## src/rtl/pb_reset_debounce.sv

```systemverilog
// Reset push-button conditioner: synchronizes and debounces the raw button, and emits
// level/edge strobes plus a fixed-width rst_req pulse on every accepted press.
module pb_reset_debounce #(
    parameter int SYNC_STAGES     = 2,
    parameter int DEBOUNCE_CYCLES = 500000,
    parameter int PULSE_CYCLES    = 16
) (
    input  logic clk,
    input  logic rst,
    input  logic pb_in,
    output logic pb_level,
    output logic pb_rise,
    output logic pb_fall,
    output logic rst_req
);

    localparam int CNT_W  = $clog2(DEBOUNCE_CYCLES);
    localparam int PCNT_W = $clog2(PULSE_CYCLES + 1);
    localparam logic [CNT_W-1:0]  CNT_LAST  = CNT_W'(DEBOUNCE_CYCLES - 1);
    localparam logic [PCNT_W-1:0] PCNT_LOAD = PCNT_W'(PULSE_CYCLES);
    localparam logic [PCNT_W-1:0] PCNT_ONE  = PCNT_W'(1);

    typedef enum logic [1:0] {
        IDLE_LOW,
        WAIT_HIGH,
        IDLE_HIGH,
        WAIT_LOW
    } state_t;

    logic [SYNC_STAGES-1:0] sync_ff;
    logic                   sync_q;
    state_t                 state, state_nxt;
    logic [CNT_W-1:0]       cnt, cnt_nxt;
    logic [PCNT_W-1:0]      pcnt;
    logic                   accept_rise, accept_fall, level_nxt;

    // Input synchronizer: pb_in is asynchronous to clk
    always_ff @(posedge clk or negedge rst) begin
        if (!rst) begin
            sync_ff <= '0;
        end else begin
            sync_ff <= {sync_ff[SYNC_STAGES-2:0], pb_in};
        end
    end

    assign sync_q = sync_ff[SYNC_STAGES-1];

    always_ff @(posedge clk or negedge rst) begin
        if (!rst) begin
            state <= IDLE_LOW;
            cnt   <= '0;
        end else begin
            state <= state_nxt;
            cnt   <= cnt_nxt;
        end
    end

    always_comb begin
        state_nxt   = state;
        cnt_nxt     = cnt;
        accept_rise = 1'b0;
        accept_fall = 1'b0;
        case (state)
            IDLE_LOW: begin
                if (sync_q) begin
                    state_nxt = WAIT_HIGH;
                    cnt_nxt   = '0;
                end
            end
            WAIT_HIGH: begin
                if (!sync_q) begin
                    state_nxt = IDLE_LOW;
                    cnt_nxt   = '0;
                end else if (cnt == CNT_LAST) begin
                    state_nxt   = IDLE_HIGH;
                    cnt_nxt     = '0;
                    accept_rise = 1'b1;
                end else begin
                    cnt_nxt = cnt + 1'b1;
                end
            end
            IDLE_HIGH: begin
                if (!sync_q) begin
                    state_nxt = WAIT_LOW;
                    cnt_nxt   = '0;
                end
            end
            WAIT_LOW: begin
                if (sync_q) begin
                    state_nxt = IDLE_HIGH;
                    cnt_nxt   = '0;
                end else if (cnt == CNT_LAST) begin
                    state_nxt   = IDLE_LOW;
                    cnt_nxt     = '0;
                    accept_fall = 1'b1;
                end else begin
                    cnt_nxt = cnt + 1'b1;
                end
            end
            default: begin
                state_nxt = IDLE_LOW;
                cnt_nxt   = '0;
            end
        endcase
    end

    // Level follows the state being entered, so it updates on the transition edge itself
    assign level_nxt = (state_nxt == IDLE_HIGH) || (state_nxt == WAIT_LOW);

    always_ff @(posedge clk or negedge rst) begin
        if (!rst) begin
            pb_level <= 1'b0;
            pb_rise  <= 1'b0;
            pb_fall  <= 1'b0;
        end else begin
            pb_level <= level_nxt;
            pb_rise  <= accept_rise;
            pb_fall  <= accept_fall;
        end
    end

    // Pulse stretcher; a press during an active pulse simply reloads the count
    always_ff @(posedge clk or negedge rst) begin
        if (!rst) begin
            pcnt    <= '0;
            rst_req <= 1'b0;
        end else if (accept_rise) begin
            pcnt    <= PCNT_LOAD;
            rst_req <= 1'b1;
        end else if (pcnt != '0) begin
            pcnt <= pcnt - 1'b1;
            if (pcnt == PCNT_ONE) begin
                rst_req <= 1'b0;
            end
        end
    end

endmodule

```

## config.mk

```make
export PLATFORM = sky130hd
export DESIGN_NAME = pb_reset_debounce
export DESIGN_NICKNAME = d
export VERILOG_FILES = /design/src/rtl/pb_reset_debounce.sv
export SDC_FILE = /design/constraint.sdc
export NUM_CORES = 1
export LEC_CHECK = 0
export ABC_AREA = 1
export ABC_CLOCK_PERIOD_IN_PS = 1600
export CORE_MARGIN = 2
export CORE_UTILIZATION = 30
export CTS_CLUSTER_SIZE = 24
export DETAILED_ROUTE_END_ITERATION = 16
export PLACE_DENSITY_LB_ADDON = 0.12
export SLEW_MARGIN = 20
export SYNTH_ARGS = -nofsm -noshare
export SYNTH_HDL_FRONTEND = slang
export SYNTH_SLANG_ARGS = --single-unit
```

## constraint.sdc

```tcl
create_clock -name clk -period 1.6 [get_ports clk]
set_input_delay 0.32 -clock clk [delete_from_list [all_inputs] [get_ports clk]]
set_output_delay 0.32 -clock clk [all_outputs]
set_load 0.01 [all_outputs]
```

==> results of run 1 <==
[flip-flops by register name, indices dropped and copies added, names as in the netlist]
signal,count
pcnt,5
pb_fall,1
state,1
rst_req,1
pb_rise,1
cnt,19
sync_ff,2
pb_level,1
[layer usage]
metal,GRT usage [%],part of all wire (%),vias to the layer above
li1,-,-,734
met1,19.0,51,642
met2,21.9,45,14
met3,3.30,2.5,8
met4,6.00,2.0,0
met5,0,0,-
[worst min-delay path by stage]
stage,cells past startpoint,end,slack (ns)
finish,0,sync_ff[1]$_DFF_PN0_,0.35
global placement,0,sync_ff[1]$_DFF_PN0_,0.34
CTS,0,sync_ff[1]$_DFF_PN0_,0.36
detailed placement,0,sync_ff[1]$_DFF_PN0_,0.34
global route,0,sync_ff[1]$_DFF_PN0_,0.36
floorplan,0,cnt[0]$_DFFE_PN0P_,0.02
[what timing repair did]
item | in CTS | in global routing
setup endpoints to repair | 4 | 27
pin swaps | 2 | 1
setup buffers | 2 | 0
gates resized for setup | 0 | 6
hold endpoints to repair | 0 | 0
[where the power goes]
group          internal (mW)  switching (mW)
clock                  0.304           0.309
combinational         0.0338          0.0572
sequential             0.792         0.00635
[layout make-up]
cell class | count | area [µm²] | area share, %
inverter | 28 | 105 | 4.85
sequential | 31 | 776 | 35.8
multi-input combinational | 155 | 916 | 42.2
clock buffer | 6 | 72.6 | 3.35
clock inverter | 2 | 12.5 | 0.577
timing repair buffer | 20 | 193 | 8.89
tap | 75 | 93.8 | 4.33
[logic make-up after synthesis]
kind of cell | count (synthesis)
simple gates | 115
flops | 31
buf+inv | 30
compound gates | 21
xor+xnor | 15
fa+ha+maj | 4
[through the flow]
stage,area [µm²],TNS [ns],utilization [%]
2_1_floorplan,1810,0,-
3_3_place_gp,2040,0,34.6
3_5_place_dp,2040,0,34.6
4_1_cts,2150,0,36.5
5_1_grt,2170,-0.0338,36.8
6_report,2170,0,36.8
[layout by cell type, fill, tap and decap left out, types with 2 or more instances in the layout]
| cell | netlist | routed |
|---|---|---|
| xor2_1 | 15 | 15 |
| clkbuf_8 | 0 | 5 |
| ha_1 | 4 | 3 |
| nand3_1 | 15 | 14 |
| o22ai_2 | 6 | 6 |
| inv_2 | 4 | 5 |
| o21ai_2 | 3 | 3 |
| nor3_1 | 2 | 2 |
| nor2_1 | 31 | 31 |
| o21ai_0 | 7 | 7 |
| dfrtp_1 | 31 | 31 |
| nand2_4 | 2 | 2 |
| buf_12 | 1 | 2 |
| buf_4 | 0 | 12 |
| nor2_2 | 4 | 3 |
| nand4_1 | 4 | 4 |
| nor2_4 | 4 | 5 |
| nand2_2 | 3 | 3 |
| inv_1 | 24 | 23 |
| nand2_1 | 47 | 47 |
| clkdlybuf4s50_1 | 0 | 5 |
| nand3_2 | 1 | 2 |
==> out/metrics.csv, run 1 <==
metric,value,unit
I/O pin count,7,
drt drc,0,
# fillers,633,
gpl congestion,0.741,
sequential share of the synthesized area,42.8,%
syn_area_per_cell,8.38,µm²
Final setup viols,0,
"Slowest-stage cell, CP",clkdlybuf4s50_1,
placed cell count,307,
"Slew Viols, Final",0,
DRT Wirelength,3910,µm
vias in the first global route,1471,
Synth area leaders,"dfrtp_1 (43%), nand2_1 (9.7%), xor2_1 (7.3%)",
Hold Path Class,reg2reg,
vias per cell,4.41,
r2r endpoint,cnt[18]$_DFFE_PN0P_,
pre-CTS setup slack,0.00399,ns
Worst-Margin Slew,0.246,ns
"EDFF count, synth",0,
hold_buf cts,0,
crit path cell chain,clkdlybuf4s50_1,
total grt overflow,0,
"count leader, synth",nand2_1,
Max Cap Viol,0,
worst reg-to-reg path cell count,9,
# diodes,0,
Simple-Gate Fraction of Synth Area,30.2,%
clock slew at reported path FFs,0.07,ns
post-route insts no fill,317,
Min Hold Slack,0.354,ns
CP startpoint kind,flip-flop,
clk root buf,clkbuf_8,
# clock sinks,31,
H-tree levels,2,
PwrDens,692,nW/µm²
via count,1398,
first-pass detailed-route iteration total,4,
Setup crit end,rst_req,
post-detail-place hpwl,2850,µm
synth unique cells,27,
Post-Synthesis Cells,216,
period utilization,95.2,%
Worst Path Buf+Inv,1,
Critical Path End Type,primary output,
nets@finish,248,
final worst setup slack,0.0765,ns
initial antenna violation count,0,
CP Depth,1,
Yosys top cell by area,dfrtp_1,
largest net degree at the start of global routing,32,
drt wl/cell,12.3,µm
CTS tree,yes,
Detail Route Antenna Nets,0,
"Req. time, crit path",1.28,ns
Port Buffers,6,
reg-to-reg startpoint,cnt[5]$_DFFE_PN0P_,
"top cells by count, synth","nand2_1 (47), dfrtp_1 (31), nor2_1 (31)",
post-synthesis compound-gate area fraction,9.40,%
critical path launch point,rst_req$_DFFE_PN0P_,
worst slew margin relative to its limit,83.5,%
"delay-heaviest family, CP",buffers and inverters,
worst clock skew,0.00585,ns
"slowest stage delay, CP",0.55,ns
Worst Path Max Fanout,2,
Syn Nets,223,
Post-synth ARST share,100,%
final worst path period need,1.52,ns
XOR/XNOR share of the synthesized area,7.26,%
Layout area overhead,19.8,%
Skew-Pair Late Insertion Delay,0.29,ns
chip height,81.7,µm
cell row count,28,
multiplexer area fraction after synthesis,0,%
die width,81.7,µm
cts bufs inserted,5,
die area,6670,µm²
initial drt markers,46,
Tot GR Track Use,14.2,%
predominant post-synthesis flop cell,dfrtp_1,
layout cells sized above 1,22.7,%
R2R Setup Slk,0.15,ns
Initial Util,30.8,%
crit path kind,reg2out,
VDD IR-drop max,0.415,mV
Yosys warning count,0,
core footprint,5890,µm²
largest family of logic cells by synthesized area,simple AND/OR/NAND/NOR gates,
first-pass GRT wire length,6960,µm
RSZ-0062 raised after global routing,yes,
CP Data Arrival Time,1.20,ns
Yosys top cell area share,42.8,%
Lkg Pwr,0.979,nW
status,finished clean,
final hold vios,0,
Power Total,1.50,mW
Synth Register Bits,31,
hold_sp,sync_ff[0]$_DFF_PN0_,
Fmax achieved,656,MHz
Synth Cell Area,1810,µm²
Clock Tree Buf Depth,2,
Synth Area in Adders,2.76,%
No activity file was read; power rests on OpenSTA's default activity.
==> run 2: changes to the inputs <==
Settings changed: CORE_MARGIN 2 to 10, GPL_TIMING_DRIVEN set to 0.
==> out/metrics.csv, run 2 (same netlist as run 1, synthesis figures left out) <==
metric,value,unit,change
status,finished clean,,
worst slew margin relative to its limit,71.2,%,-12 points
VDD IR-drop max,0.420,mV,+1.2%
total grt overflow,0,,unchanged
Hold Path Class,reg2reg,,
I/O pin count,7,,unchanged
largest reg by FF count,cnt,,
die width,97.7,µm,+20%
initial antenna violation count,0,,unchanged
initial drt markers,74,,+61%
drt drc,0,,unchanged
vias per cell,4.47,,+1.4%
Critical Path End Type,flip-flop,,
DRT Wirelength,3860,µm,-1.3%
"slowest stage delay, CP",0.40,ns,-0.15 ns
Min Hold Slack,0.354,ns,+0.000455 ns
nets@finish,240,,-3.2%
largest net degree at the start of global routing,17,,-47%
post-layout util,36.3,%,-0.51 points
Lkg Pwr,0.947,nW,-3.2%
Layout area overhead,18.1,%,
Clock Tree Buf Depth,2,,unchanged
first-pass GRT wire length,6550,µm,-5.9%
crit path kind,reg2reg,,
CP startpoint kind,flip-flop,,
"commonest non-fill, non-tap cell in the layout",nand2_1,,
cts bufs inserted,5,,unchanged
"Req. time, crit path",1.77,ns,+0.49 ns
final hold vios,0,,unchanged
# clock sinks,31,,unchanged
Tot GR Track Use,8.42,%,-5.7 points
Skew-Pair Late Insertion Delay,0.29,ns,about the same
CP Data Arrival Time,1.66,ns,+0.46 ns
drt wl/cell,12.5,µm,+1.6%
placed cell count,298,,-2.9%
Power Total,1.53,mW,+1.7%
vias in the first global route,1355,,-7.9%
H-tree levels,2,,unchanged
layout cells sized above 1,21.0,%,-1.7 points
CTS tree,yes,,
Worst-Margin Slew,0.432,ns,+0.186 ns
via count,1377,,-1.5%
chip height,97.7,µm,+20%
period utilization,93.3,%,-1.9 points
Fmax achieved,670,MHz,+2.0%
clk root buf,clkbuf_8,,
most frequent cells in the layout,"nand2_1 (47), dfrtp_1 (30), nor2_1 (28)",,
worst clock skew,0.00599,ns,+0.000131 ns
max reg flops,19,,unchanged
top flop regs,"cnt x19, pcnt x5, sync_ff x2",,
"Slowest-stage cell, CP",dfrtp_2,,
Detail Route Antenna Nets,0,,unchanged
Critical Path Most Common Cell,nand2_1,,
core footprint,5890,µm²,unchanged
PwrDens,714,nW/µm²,+3.1%
crit path cell chain,ha_2 > nand2_1 > nor2_1 > nand2_1 > nor2_2 > xor2_1 > o22ai_2,,
first-pass detailed-route iteration total,4,,unchanged
"Slew Viols, Final",0,,unchanged
Worst Path Max Fanout,5,,+3
post-detail-place hpwl,2820,µm,-0.96%
post-route insts no fill,308,,-2.8%
Port Buffers,6,,unchanged
gpl congestion,0.766,,+3.3%
cell row count,28,,unchanged
Initial Util,30.8,%,unchanged
die area,9540,µm²,+43%
Max Cap Viol,0,,unchanged
final worst path period need,1.49,ns,-0.0301 ns
clock slew at reported path FFs,0.07,ns,about the same
Final setup viols,0,,unchanged
# diodes,0,,unchanged
-- run 2: worst max-delay path: cells and delay by family (launching register included) --
family,cells,cell delay (ns)
compound gates,1,0.08
xor+xnor,1,0.19
fa+ha+maj,1,0.23
flops,1,0.40
simple gates,4,0.47
-- run 2: worst paths after layout --
| kind | start | endpoint | slack [ns] | cells past startpoint |
|---|---|---|---|---|
| setup / recovery | cnt[0]$_DFFE_PN0P_ | cnt[16]$_DFFE_PN0P_ | 0.11 | 7 |
| hold / removal | sync_ff[0]$_DFF_PN0_ | sync_ff[1]$_DFF_PN0_ | 0.35 | 0 |
| setup reg to reg | cnt[0]$_DFFE_PN0P_ | cnt[16]$_DFFE_PN0P_ | 0.11 | 7 |
| hold reg to reg | sync_ff[0]$_DFF_PN0_ | sync_ff[1]$_DFF_PN0_ | 0.35 | 0 |
| max in group asynchronous | rst | cnt[0]$_DFFE_PN0P_ | 0.66 | 3 |
| min in group asynchronous | rst | cnt[7]$_DFFE_PN0P_ | 0.51 | 2 |
-- run 2: stage by stage --
stage | TNS, ns | cell area (µm²) | setup WS (ns)
finish | 0 | 2140 | 0.107
detailed placement | -0.574 | 1990 | -0.0537
CTS | 0 | 2090 | 0.0266
global route | -0.0183 | 2140 | -0.00882
floorplan | 0 | 1810 | 0.172
global placement | -17.72 | 1960 | -0.541
-- run 2: layout make-up --
cell class | count | area (µm²)
repair buffers | 10 | 106
plain buffers | 2 | 31.3
inverters | 28 | 105
clock buffers | 6 | 82.6
fillers | 621 | 3750
flip-flops and latches | 31 | 777
clock inverters | 1 | 5.00
multi-input cells | 155 | 937
well taps | 75 | 93.8
-- run 2: what timing repair did --
item | in CTS | in global routing
hold endpoints to repair | 15 | 0
gates resized for setup | 3 | 8
pin swaps | 1 | 0
setup endpoints to repair | 20 | 18
hold buffers | 1 | 0
gates cloned | 0 | 0
setup buffers | 0 | 2
-- run 2: where the power goes --
| group | total [mW] | internal (mW) | switching (mW) | leakage (nW) |
|---|---|---|---|---|
| Combinational | 0.0946 | 0.0365 | 0.0581 | 0.477 |
| Clock | 0.632 | 0.337 | 0.295 | 0.0470 |
| Sequential | 0.800 | 0.792 | 0.00785 | 0.424 |
-- run 2: layer usage --
metal	global-route usage, %	vias up	wire length [µm]
met4	4.36	0	84
li1	-	713	-
met5	0	-	0
met1	10.5	637	1870
met3	2.92	6	204
met2	12.5	21	1700
==> run 3: changes to the inputs <==
Settings changed: ABC_CLOCK_PERIOD_IN_PS 1600 to 1400, CORE_ASPECT_RATIO set to 0.9.
Clock period 1.6 ns to 1.4 ns, I/O delays scaled along.
==> out/metrics.csv, run 3 (same netlist as run 1, synthesis figures left out) <==
metric,value,unit,change
DRT Wirelength,3860,µm,unchanged
setup tns final,0,ns,unchanged
initial antenna violation count,0,,unchanged
drt drc,0,,unchanged
Lkg Pwr,1.04,nW,+10%
gpl congestion,0.784,,+2.4%
chip height,93.7,µm,-4.1%
# fillers,566,,-8.9%
GRT met1 Usage,11.7,%,+1.2 points
Initial Util,31.4,%,+0.68 points
PwrDens,775,nW/µm²,+8.6%
via count,1403,,+1.9%
final hold vios,0,,unchanged
Port Buffers,6,,unchanged
VDD IR-drop max,0.415,mV,-1.2%
# clock sinks,31,,unchanged
grt met2 use,12.4,%,-0.042 points
H-tree levels,2,,unchanged
final worst setup slack,0.0277,ns,-0.0788 ns
worst clock skew,0.00716,ns,+0.00117 ns
Skew-Pair Late Insertion Delay,0.28,ns,about the same
Worst-Margin Slew,0.404,ns,-0.0285 ns
Top Usage Layer GRT,met2,,
total grt overflow,0,,unchanged
drt wl/cell,12.2,µm,-2.5%
max reg flops,19,,unchanged
status,finished clean,,
Tot GR Track Use,8.67,%,+0.24 points
Final setup viols,0,,unchanged
die width,102,µm,+4.3%
"Slew Viols, Final",0,,unchanged
CP startpoint kind,flip-flop,,
initial drt markers,49,,-34%
most frequent cells in the layout,"nand2_1 (43), dfrtp_1 (25), nor2_1 (21)",,
final worst path period need,1.37,ns,-0.121 ns
Critical Path End Type,flip-flop,,
post-detail-place hpwl,2790,µm,-1.2%
largest reg by FF count,cnt,,
cts bufs inserted,5,,unchanged
cell row count,26,,-7.1%
core footprint,5760,µm²,-2.2%
Clock Tree Buf Depth,2,,unchanged
met3 usage in global routing,3.24,%,+0.32 points
pre-CTS setup slack,-0.158,ns,-0.105 ns
Hold Path Class,reg2reg,,
RSZ-0062 raised after global routing,yes,,
Detail Route Antenna Nets,0,,unchanged
# diodes,0,,unchanged
nets@finish,252,,+5.0%
Worst Path Max Fanout,4,,-1
die area,9550,µm²,about the same
Min Hold Slack,0.350,ns,-0.00467 ns
"Req. time, crit path",1.59,ns,-0.18 ns
first-pass detailed-route iteration total,4,,unchanged
top flop regs,"cnt x19, pcnt x5, sync_ff x2",,
layout cells sized above 1,33.7,%,+13 points
"commonest non-fill, non-tap cell in the layout",nand2_1,,
clk root buf,clkbuf_8,,
largest net degree at the start of global routing,17,,unchanged
worst slew margin relative to its limit,73.1,%,+1.9 points
post-route insts no fill,316,,+2.6%
clock slew at reported path FFs,0.07,ns,about the same
Max Cap Viol,0,,unchanged
post-layout util,40.5,%,+4.2 points
vias per cell,4.44,,-0.69%
CTS tree,yes,,
placed cell count,293,,-1.7%
Layout area overhead,28.7,%,
Fmax achieved,729,MHz,+8.8%
vias in the first global route,1338,,-1.3%
first-pass GRT wire length,6470,µm,-1.2%
period utilization,98.0,%,+4.7 points
crit path kind,reg2reg,,
I/O pin count,7,,unchanged
CP Data Arrival Time,1.57,ns,-0.09 ns
-- run 3: what timing repair did --
item,in CTS,in global routing
pin swaps,4,14
setup buffers,4,10
gates resized for setup,11,31
hold endpoints to repair,15,0
hold buffers,1,0
endpoints found under the setup margin,33,28
-- run 3: per-stage QoR --
stage / total power, mW / instance area, µm²
final: 1.81 / 2330
after global routing: 1.89 / 2330
after CTS: 1.83 / 2160
after detailed placement: 1.03 / 2000
after global placement: 1.03 / 1980
after floorplan: 0.984 / 1830
-- run 3: final timing paths --
path,start,depth (start not counted),slack [ns],to
hold / removal,sync_ff[0]$_DFF_PN0_,0,0.35,sync_ff[1]$_DFF_PN0_
min in group asynchronous,rst,2,0.47,cnt[7]$_DFFE_PN0P_
setup / recovery,cnt[0]$_DFFE_PN0P_,7,0.03,cnt[13]$_DFFE_PN0P_
setup reg to reg,cnt[0]$_DFFE_PN0P_,7,0.03,cnt[13]$_DFFE_PN0P_
max in group asynchronous,rst,3,0.50,cnt[5]$_DFFE_PN0P_
hold reg to reg,sync_ff[0]$_DFF_PN0_,0,0.35,sync_ff[1]$_DFF_PN0_
-- run 3: per-layer routing --
metal	wire length (µm)	vias up
li1	-	749
met1	1980	630
met2	1670	22
met3	184	2
met4	22	0
met5	0	-
-- run 3: power by group --
part,leakage (nW),switching [mW],internal [mW]
sequential,0.415,0.0111,0.906
clock,0.0515,0.325,0.448
combinational,0.576,0.0697,0.0468
-- run 3: area by class of cell --
class / instances / area, µm² / share of cell area [%]
clock buffer: 8 / 100 / 4.29
tap: 70 / 87.6 / 3.76
timing repair buffer: 22 / 196 / 8.43
multi-input combinational: 155 / 1020 / 44.0
sequential: 31 / 783 / 33.6
buffer: 2 / 31.3 / 1.34
inverter: 28 / 108 / 4.62
-- run 3: worst max-delay path: stages, from the launching register on --
cell and delay, ns:
dfrtp_2 0.41, buf_6 0.12, nand3_4 0.08, nor2_4 0.15
nand3_4 0.10, buf_4 0.15, xor2_1 0.13, o21ai_0 0.17
